File: src/rtl/clahe_cdf_lut_builder.sv
// Per-tile CLAHE engine: scans a tile histogram twice (excess measurement, then
// clip/redistribute/CDF accumulation) and writes the scaled mapping into a LUT RAM.
module clahe_cdf_lut_builder #(
    parameter int HIST_WIDTH = 16,
    parameter int LUT_WIDTH  = 8,
    parameter int ADDR_WIDTH = 8,
    parameter int DEPTH      = 256,
    parameter int TILE_SHIFT = 12
) (
    input  logic                  clk,
    input  logic                  rst,
    input  logic                  start,
    input  logic [HIST_WIDTH-1:0] clip_limit,
    input  logic                  clear_hist,
    output logic [ADDR_WIDTH-1:0] hist_rd_addr,
    input  logic [HIST_WIDTH-1:0] hist_rd_data,
    output logic                  hist_we,
    output logic [ADDR_WIDTH-1:0] hist_waddr,
    output logic [HIST_WIDTH-1:0] hist_wdata,
    output logic                  lut_we,
    output logic [ADDR_WIDTH-1:0] lut_waddr,
    output logic [LUT_WIDTH-1:0]  lut_wdata,
    output logic                  busy,
    output logic                  done
);

    localparam int CDF_W   = HIST_WIDTH + ADDR_WIDTH;
    localparam int PROD_W  = CDF_W + LUT_WIDTH;
    localparam int LUT_MAX = (1 << LUT_WIDTH) - 1;

    typedef enum logic [2:0] {
        S_IDLE,
        S_P1,
        S_CALC,
        S_P2,
        S_DONE
    } state_t;

    state_t                r_state;
    logic [HIST_WIDTH-1:0] r_clipLimit;
    logic                  r_clearHist;
    logic [CDF_W-1:0]      r_excess;
    logic [HIST_WIDTH-1:0] r_inc;
    logic [CDF_W-1:0]      r_cdf;
    logic                  r_addrValid;
    logic                  r_dataValid;
    logic [ADDR_WIDTH-1:0] r_dataAddr;

    logic                  w_over;
    logic [HIST_WIDTH-1:0] w_excessAdd;
    logic [HIST_WIDTH-1:0] w_kept;
    logic [HIST_WIDTH:0]   w_clipped;
    logic [CDF_W-1:0]      w_cdfNext;
    logic [PROD_W-1:0]     w_product;
    logic [PROD_W-1:0]     w_scaled;
    logic [LUT_WIDTH-1:0]  w_lut;

    // A clip limit of zero disables clipping entirely.
    assign w_over      = (r_clipLimit != '0) && (hist_rd_data > r_clipLimit);
    assign w_excessAdd = w_over ? (hist_rd_data - r_clipLimit) : '0;
    assign w_kept      = w_over ? r_clipLimit : hist_rd_data;
    assign w_clipped   = {1'b0, w_kept} + {1'b0, r_inc};
    assign w_cdfNext   = r_cdf + CDF_W'(w_clipped);
    assign w_product   = PROD_W'(w_cdfNext) * PROD_W'(LUT_MAX);
    assign w_scaled    = w_product >> TILE_SHIFT;
    assign w_lut       = (w_scaled > PROD_W'(LUT_MAX)) ? LUT_WIDTH'(LUT_MAX)
                                                       : w_scaled[LUT_WIDTH-1:0];

    assign hist_wdata  = '0;

    // Read pipeline: an address issued in one cycle returns data in the next, so
    // r_dataValid/r_dataAddr track the bin currently on hist_rd_data.
    always_ff @(posedge clk) begin
        if (rst) begin
            r_state      <= S_IDLE;
            r_clipLimit  <= '0;
            r_clearHist  <= 1'b0;
            r_excess     <= '0;
            r_inc        <= '0;
            r_cdf        <= '0;
            r_addrValid  <= 1'b0;
            r_dataValid  <= 1'b0;
            r_dataAddr   <= '0;
            hist_rd_addr <= '0;
            hist_we      <= 1'b0;
            hist_waddr   <= '0;
            lut_we       <= 1'b0;
            lut_waddr    <= '0;
            lut_wdata    <= '0;
            busy         <= 1'b0;
            done         <= 1'b0;
        end else begin
            hist_we     <= 1'b0;
            lut_we      <= 1'b0;
            done        <= 1'b0;
            r_dataValid <= r_addrValid;

            if (r_addrValid) begin
                r_dataAddr <= hist_rd_addr;
                if (hist_rd_addr == ADDR_WIDTH'(DEPTH - 1)) begin
                    r_addrValid <= 1'b0;
                end else begin
                    hist_rd_addr <= hist_rd_addr + 1'b1;
                end
            end

            case (r_state)
                S_IDLE: begin
                    if (start) begin
                        r_clipLimit  <= clip_limit;
                        r_clearHist  <= clear_hist;
                        r_excess     <= '0;
                        r_cdf        <= '0;
                        hist_rd_addr <= '0;
                        r_addrValid  <= 1'b1;
                        busy         <= 1'b1;
                        r_state      <= S_P1;
                    end
                end
                S_P1: begin
                    if (r_dataValid) begin
                        r_excess <= r_excess + CDF_W'(w_excessAdd);
                    end
                    if (r_dataValid && !r_addrValid) begin
                        r_state <= S_CALC;
                    end
                end
                S_CALC: begin
                    // The residual excess below one per bin is intentionally dropped.
                    r_inc        <= r_excess[CDF_W-1:ADDR_WIDTH];
                    hist_rd_addr <= '0;
                    r_addrValid  <= 1'b1;
                    r_state      <= S_P2;
                end
                S_P2: begin
                    // Clear a bin while its data is on the bus; the read port has
                    // already moved on, so the addresses never collide.
                    if (r_addrValid) begin
                        hist_we    <= r_clearHist;
                        hist_waddr <= hist_rd_addr;
                    end
                    if (r_dataValid) begin
                        r_cdf     <= w_cdfNext;
                        lut_we    <= 1'b1;
                        lut_waddr <= r_dataAddr;
                        lut_wdata <= w_lut;
                    end
                    if (!r_addrValid && !r_dataValid && lut_we) begin
                        busy    <= 1'b0;
                        done    <= 1'b1;
                        r_state <= S_DONE;
                    end
                end
                S_DONE: begin
                    r_state <= S_IDLE;
                end
                default: begin
                    r_state <= S_IDLE;
                end
            endcase
        end
    end

endmodule

File: config.mk
export PLATFORM = sky130hd
export DESIGN_NAME = clahe_cdf_lut_builder
export DESIGN_NICKNAME = d
export VERILOG_FILES = /design/src/rtl/clahe_cdf_lut_builder.sv
export SDC_FILE = /design/constraint.sdc
export NUM_CORES = 1
export LEC_CHECK = 0
export ABC_AREA = 1
export ABC_CLOCK_PERIOD_IN_PS = 16900
export BUFFER_PORTS_ARGS = -buffer_cell sky130_fd_sc_hd__buf_2
export CORE_MARGIN = 2
export CORE_UTILIZATION = 67
export CTS_BUF_LIST = sky130_fd_sc_hd__clkbuf_4 sky130_fd_sc_hd__clkbuf_8 sky130_fd_sc_hd__clkbuf_16
export CTS_CLUSTER_SIZE = 14
export DETAILED_ROUTE_END_ITERATION = 7
export PLACE_DENSITY = 0.87
export SLEW_MARGIN = 20
export SYNTH_ARGS = -nofsm -noshare
export SYNTH_HDL_FRONTEND = slang
export SYNTH_SLANG_ARGS = --single-unit
File: constraint.sdc
create_clock -name clk -period 16.9 [get_ports clk]
set_clock_uncertainty 0.2 [all_clocks]
set_input_delay 4.225 -clock clk [delete_from_list [all_inputs] [get_ports clk]]
set_output_delay 4.225 -clock clk [all_outputs]
set_load 0.03 [all_outputs]
==> Yosys cells after proc, flatten, opt, wreduce, memory -nomap -nowiden <==
Index checks and enable logic that the tools add are counted.
{ "op_classes": {"addsub": 5, "multipliers": 1, "n_div": 0, "n_lt_le_gt_ge": 2, "n_eq_ne": 9, "shifts": 0, "mux": 25, "bitwise_logic": 2, "n_reduce_logical": 19} }
{ "op_table": {"columns": ["op", "count"], "rows": [
  ["$pmux 24 s2", 2],
  ["$mux 24", 3],
  ["$mul 24x8->32 const B", 1],
  ["$mux 16", 2],
  ["$mux 8", 4],
  ["$add 24x16->24", 1],
  ["$add 24x17->24", 1],
  ["$gt 20x8->1 const B", 1],
  ["$add 16x16->17", 1],
  ["$gt 16x16->1", 1],
  ["$pmux 8 s2", 1],
  ["$reduce_bool 16->1", 1],
  ["$sub 16x16->16", 1],
  ["$pmux 3 s4", 1],
  ["$reduce_and 3->1", 4],
  ["$ne 2x2->1 const B", 5],
  ["$mux 3", 3],
  ["$add 8x1->8 const B", 1],
  ["$eq 8x8->1 const B", 1],
  ["$mux 1", 7],
  ["$eq 3x2->1 const B", 2],
  ["$reduce_and 2->1", 3],
  ["$logic_and 1x1->1", 4],
  ["$pmux 1 s2", 2],
  ["other kinds (7)", 10]
]} }
{ "totals": {"register_bits": 130, "latch_bits": 0, "mem_bits_rw": 0, "rom_bits": 0, "output_inout_bits": 52, "word_cells": 80, "memories": 0} }

==> Longest topological paths before layout <==
Gate-level depths: netlist of the first run.
{ "logic_depth": {"ltp_word": 8, "depth_mapped": 54, "ltp_nobuf": 53} }

==> Least setup slack after synthesis of the first run <==
Ideal clock, no wire load.
{ "synth_path": {"kind": "input to register", "from": "input hist_rd_data[0]", "to": "register lut_wdata[0]", "arrival_time_ns": 11.671, "required_time_ns": 16.583, "path_slack_ns": 4.912, "path_stages": 47, "path_buffers": 1, "path_cell_list": "inv_1 ha_1 inv_1 fa_1 nand3_1 nand3_1 nand2_1 nand3_1 nand2_1 nand4_1 nand3_2 clkbuf_1 o21ai_0 fa_1 ha_1 fa_1 nand3_1 nand2_1 [11 not listed] fa_1 inv_1 fa_1 inv_1 ha_1 nand2_1 nor2_1 and2_1 and2_1 nand2_1 nand2_1 nand2_1 nand2_1 nand2_1 nor2_2 nand3_2 nor2_1 nor2_1"} }
{ "synth_between": {"elab_chain_cells": 8} }
{ "synth_lines": {"columns": ["item", "line_no", "source"], "rows": [
  ["start: declaration", "16", "input logic [HIST_WIDTH-1:0] hist_rd_data,"],
  ["$gt 16x16->1", "59", "assign w_over = (r_clipLimit != '0) && (hist_rd_data > r_clipLimit);"],
  ["$logic_and 1x1->1", "59", null],
  ["$mux 16 (*)", "61", "assign w_kept = w_over ? r_clipLimit : hist_rd_data;"],
  ["$add 16x16->17 (*)", "62", "assign w_clipped = {1'b0, w_kept} + {1'b0, r_inc};"],
  ["$add 24x17->24 (*)", "63", "assign w_cdfNext = r_cdf + CDF_W'(w_clipped);"],
  ["$mul 24x8->32 (*)", "64", "assign w_product = PROD_W'(w_cdfNext) * PROD_W'(LUT_MAX);"],
  ["$gt 20x8->1", "66", "assign w_lut = (w_scaled > PROD_W'(LUT_MAX)) ? LUT_WIDTH'(LUT_MAX)"],
  ["$mux 8 (*)", "66", null],
  ["end signal: assignment", "146", "lut_wdata <= w_lut;"],
  ["end: declaration", "22", "output logic [LUT_WIDTH-1:0] lut_wdata,"]
]} }
Mark *: on every way between the ends. The rest lies on a longest branch, timed or not.
A chain may end at the register's enable or synchronous reset.

==> Final worst setup path of the first run <==
{ "layout_path": {"from": "input hist_rd_data[14]", "to": "register lut_wdata[7]"} }
The elaborated chain is that of the path after synthesis.

==> impl_metrics.toml, run 1 <==
[worst_hold_path]
min_delay_path_depth = 2
hold_class = "reg2reg"
holdCritStartpoint = "hist_waddr[5]"

[worst_setup_path]
crit_top_cell = "nand2_1"
critical_path_required_ns = 17.02
crit_start = "hist_rd_data[14]"
cp_slowest_stage_delay_ns = 0.64
path_class = "in2reg"
start_kind = "primary input"
cp-end-kind = "register"
worstPathArrival_ns = 13.62
rr_startpoint = "r_clipLimit[15]"
rr_worst_depth = 41
cp_max_fo = 48
slowest_stage = "o21ai_0"

[die]
dieWidth_um = 144.8
rows = 51
core-area_um2 = 19460
initial_core_util = 0.6820
io-pin-count = 88
die-height_um = 144.8
dieArea_um2 = 20950

[global_route]
grt_pass1_vias = 11760
antenna_found_initial = 0
track_usage = 0.3348
grt_max_degree = 49
grt_pass1_wl_um = 55500
grt_overflow = 0

[timing]
finalSetupViolations = 0
slew_viol_final = 0
setup-tns-final_ns = 0
timing.final.crit_share = 0.7989
rsz0062_at_grt = "no"
relSlewSlack = 0.3769
hold_viol = 0
fmax_mhz = 74.07
tightest_slew_ns = 0.9347
fin_crit_ns = 13.50

[clock_network]
clkSlewWorstSetupHoldPaths_ns = 0.07
clockBufferDepth = 2
cts_root_buf = "clkbuf_16"
insertion_delay_ns = 0.42
post_cts_buffers = 0
cts_buffers = 17
cts_resized = 0
ctsHtreeMaxLevel = 4
tritoncts = "done"
cts_sinks = 130
ctsHoldBuffers = 0

[final_layout]
n_antenna_cell = 0
num-nets-final = 2189
final_layout_size_suffix_gt1_frac = 0.08908
syn2layout_area_growth_pct = 8.682

[yosys]
yosys.area.top_type_share = 0.1961
ys_seq_area_frac = 0.1961
ys.flop_type = "dfxtp_1"
syn_area_um2 = 13270
postSynthAreaPerCell_um2 = 7.090
ys_ff_latch = 130
synth_area_leaders = "dfxtp_1 (20%), fa_1 (18%), nand2_1 (12%), ha_1 (10%), inv_1 (10%)"
post-synth-top-count-cell = "nand2_1"
ys_types = 49
synth_edf_count = 0
yosysTopAreaCell = "dfxtp_1"
synth_common_cells = "nand2_1 (418), inv_1 (355), a21oi_1 (144)"
postSynth.asyncResetShare = 0
netlist_instances = 1872
yosys_warnings = 0

[drt]
drtPass1Iterations = 6
avgRoutedWirePerCell_um = 15.31
drt_iter0_drc = 845
routed_via_density = 5.513
vias = 12170
ant_nets = 0
drc = 0
routed_wl_um = 33790

[placement]
gp_congestion = 1.006
placement.io_buffers = 71
hpwl_um = 27140

[run]
drv_cap = 0

[run_status]
status = "completed"
-- critical path, delay by kind of cell --
| kind | cells | cell delay, ns |
|---|---|---|
| xor gates and xnor gates | 1 | 0.47 |
| AOI/OAI and AO/OA | 1 | 0.64 |
| buffers and inverters | 6 | 0.59 |
| and+or+nand+nor | 24 | 3.48 |
| adders and majority gates | 9 | 4.18 |
-- per-layer routing --
layer | share of wire | up-vias | global-route usage
li1 | - | 5945 | -
met1 | 0.42 | 5688 | 0.4263
met2 | 0.49 | 457 | 0.5812
met3 | 0.063 | 78 | 0.04705
met4 | 0.031 | 0 | 0.1221
met5 | 0 | - | 0
-- registers in the layout, indices dropped and copies added, names as in the netlist --
signal        count
busy              1
r_cdf            24
hist_waddr        8
r_inc            16
r_clipLimit      16
lut_we            1
r_dataValid       1
r_dataAddr        8
r_addrValid       1
lut_wdata         8
r_clearHist       1
lut_waddr         8
hist_we           1
r_excess         24
r_state           3
done              1
hist_rd_addr      8
-- layout make-up --
cell class,count,area (µm²)
multi-input combinational,1336,9077
fill,1524,5037
sequential,130,2603
inverter,370,1389
clock buffer,18,432.9
timing repair buffer,74,377.9
tap,265,331.6
clock inverter,14,214.0
-- worst paths after layout --
path | to | slack, ns
setup / recovery | lut_wdata[7] | 3.40
hold / removal | hist_waddr[5] | 0.26
setup reg to reg | lut_wdata[7] | 6.83
hold reg to reg | hist_waddr[5] | 0.26
-- layout by cell type, fill, tap and decap left out, drive strengths merged, types with 74 or more instances in the layout --
cell type | synthesis | layout
dfxtp | 130 | 130
fa | 117 | 117
nand2 | 428 | 428
buf | 24 | 74
ha | 107 | 107
nor2 | 156 | 156
nand3 | 94 | 94
a21oi | 146 | 146
o21ai | 115 | 115
inv | 367 | 376
-- cell families after synthesis --
logic type,synth area share
xor+xnor,0.03978
compound gates,0.1213
fa+ha+maj,0.2773
flops,0.1961
buf+inv,0.1242
other cells,0.0002825
simple gates,0.2410
-- through the flow --
step                        util  cells  hold slack, ns  setup WS (ns)  area (µm²)
final                     0.7412   2207          0.2609          3.399       14430
after global routing      0.7412   2207          0.2816          2.781       14430
after CTS                 0.7412   2207          0.2622          3.505       14430
after detailed placement  0.7079   2175          0.2526          3.075       13780
after global placement    0.7079   2175          0.2476          3.275       13780
after floorplan                -   1887          0.2242          4.912       13330
Power of run 1 is not shown: default switching activity piles up to over one toggle a cycle in this logic, so the estimate is an artifact.
==> run 2, diff against run 1 <==
ABC_CLOCK_PERIOD_IN_PS = 13800   (was 16900)
CORE_UTILIZATION = 63   (was 67)
PLACE_DENSITY = 0.82   (was 0.87)
clock period = 13.8 ns   (was 16.9 ns; I/O delays follow)
==> run 2 against run 1 <==
Effect of this change:
- first-iteration DRC count decreased by 2.7%
- global-route usage is 2.5 points lower
- non-clock buffer count shrank 1
- setup slack lost 2.1 ns
- clock-buffer cell count grew 2
- via count down 1.2%
==> impl_metrics.toml, run 2 (synthesized netlist as in run 1, its figures left out) <==
[die]
dieArea_um2 = 22240
initial_core_util = 0.6374
io-pin-count = 88
rows = 53
die-height_um = 149.1
core-area_um2 = 20820
dieWidth_um = 149.1

[timing]
rsz0062_at_grt = "no"
tightest_slew_ns = 0.9568
fin_crit_ns = 12.54
fmax_mhz = 79.73
timing.final.crit_share = 0.9089
setup-tns-final_ns = 0
relSlewSlack = 0.3621
slew_viol_final = 0
hold_viol = 0
finalSetupViolations = 0

[clock_network]
cts_root_buf = "clkbuf_16"
cts_buffers = 17
ctsHoldBuffers = 0
insertion_delay_ns = 0.42
tritoncts = "done"
clockBufferDepth = 2
cts_sinks = 130
ctsHtreeMaxLevel = 4
post_cts_buffers = 0
clkSlewWorstSetupHoldPaths_ns = 0.07
cts_resized = 0

[worst_setup_path]
cp-end-kind = "register"
critical_path_required_ns = 13.91
path_class = "in2reg"
start_kind = "primary input"
cp_slowest_stage_delay_ns = 0.67
cp_max_fo = 48
worstPathArrival_ns = 12.66
rr_worst_depth = 43
crit_top_cell = "nand2_1"
slowest_stage = "fa_1"

[drt]
avgRoutedWirePerCell_um = 14.97
vias = 12020
ant_nets = 0
routed_wl_um = 33160
drc = 0
drt_iter0_drc = 822
drtPass1Iterations = 7
routed_via_density = 5.428

[global_route]
grt_pass1_vias = 11530
grt_pass1_wl_um = 54950
antenna_found_initial = 0
grt_max_degree = 74
grt_overflow = 0
track_usage = 0.3103

[placement]
placement.io_buffers = 71
gp_congestion = 0.9915
hpwl_um = 26710

[worst_hold_path]
min_delay_path_depth = 2
hold_class = "reg2reg"

[final_layout]
top_regs = "r_cdf: 24 flops, r_excess: 24 flops"
num-nets-final = 2188
n_fill_cell = 1772
n_antenna_cell = 0
syn2layout_area_growth_pct = 8.305
final_common_cell = "nand2_1"
mostFrequentLayoutCells = "nand2_1 (418), inv_1 (355), a21oi_1 (144)"
final_layout_size_suffix_gt1_frac = 0.08866
final_util = 0.6904

[run]
drv_cap = 0

[run_status]
status = "completed"
-- run 2: changes by cell type in the layout (fill, tap and decap cells not counted) --
cell,previous run,this run
inv_6,6,1
clkinv_4,0,3
clkinvlp_4,1,4
inv_8,3,0
bufinv_16,4,2
clkbuf_8,0,2
clkinv_2,0,2
buf_4,3,2
clkinv_1,3,2
-- run 2: path summary, 6_finish.rpt --
path / from / end / slack, ns
max: hist_rd_data[0] / lut_wdata[4] / 1.26
min: hist_waddr[0] / hist_waddr[0] / 0.26
max reg2reg: r_clipLimit[14] / lut_wdata[4] / 3.97
min reg2reg: hist_waddr[0] / hist_waddr[0] / 0.26
-- run 2: worst max-delay path, delay by kind of cell --
kind	cells	cell delay, ns
simple gates	27	3.53
fa+ha+maj	10	4.30
buf+inv	8	0.64
compound gates	2	0.72
-- run 2: cell type report --
cell class,instances,area [µm²],area share
sequential,130,2603,0.1810
inverter,370,1390,0.09670
multi-input combinational,1336,9077,0.6315
clock buffer,20,460.4,0.03203
clock inverter,11,130.1,0.009052
tap,275,344.1,0.02394
timing repair buffer,73,370.4,0.02576
-- run 2: per-layer routing --
| metal | global-route usage | routed length (µm) |
|---|---|---|
| met1 | 0.4077 | 14240 |
| met2 | 0.5258 | 15970 |
| met3 | 0.05443 | 2078 |
| met4 | 0.09333 | 875 |
| met5 | 0 | 0 |
-- run 2: metrics by stage --
stage               area (µm²)  std cells  setup WS, ns  hold WS (ns)
floorplan                13330       1887         2.587        0.2242
global placement         13780       2184         1.086        0.2465
detailed placement       13780       2184        0.9288        0.2543
CTS                      14370       2215         1.351        0.2637
global route             14380       2215        0.4867        0.2822
finish                   14380       2215         1.257        0.2600
Power of run 2 is left out for the same reason.
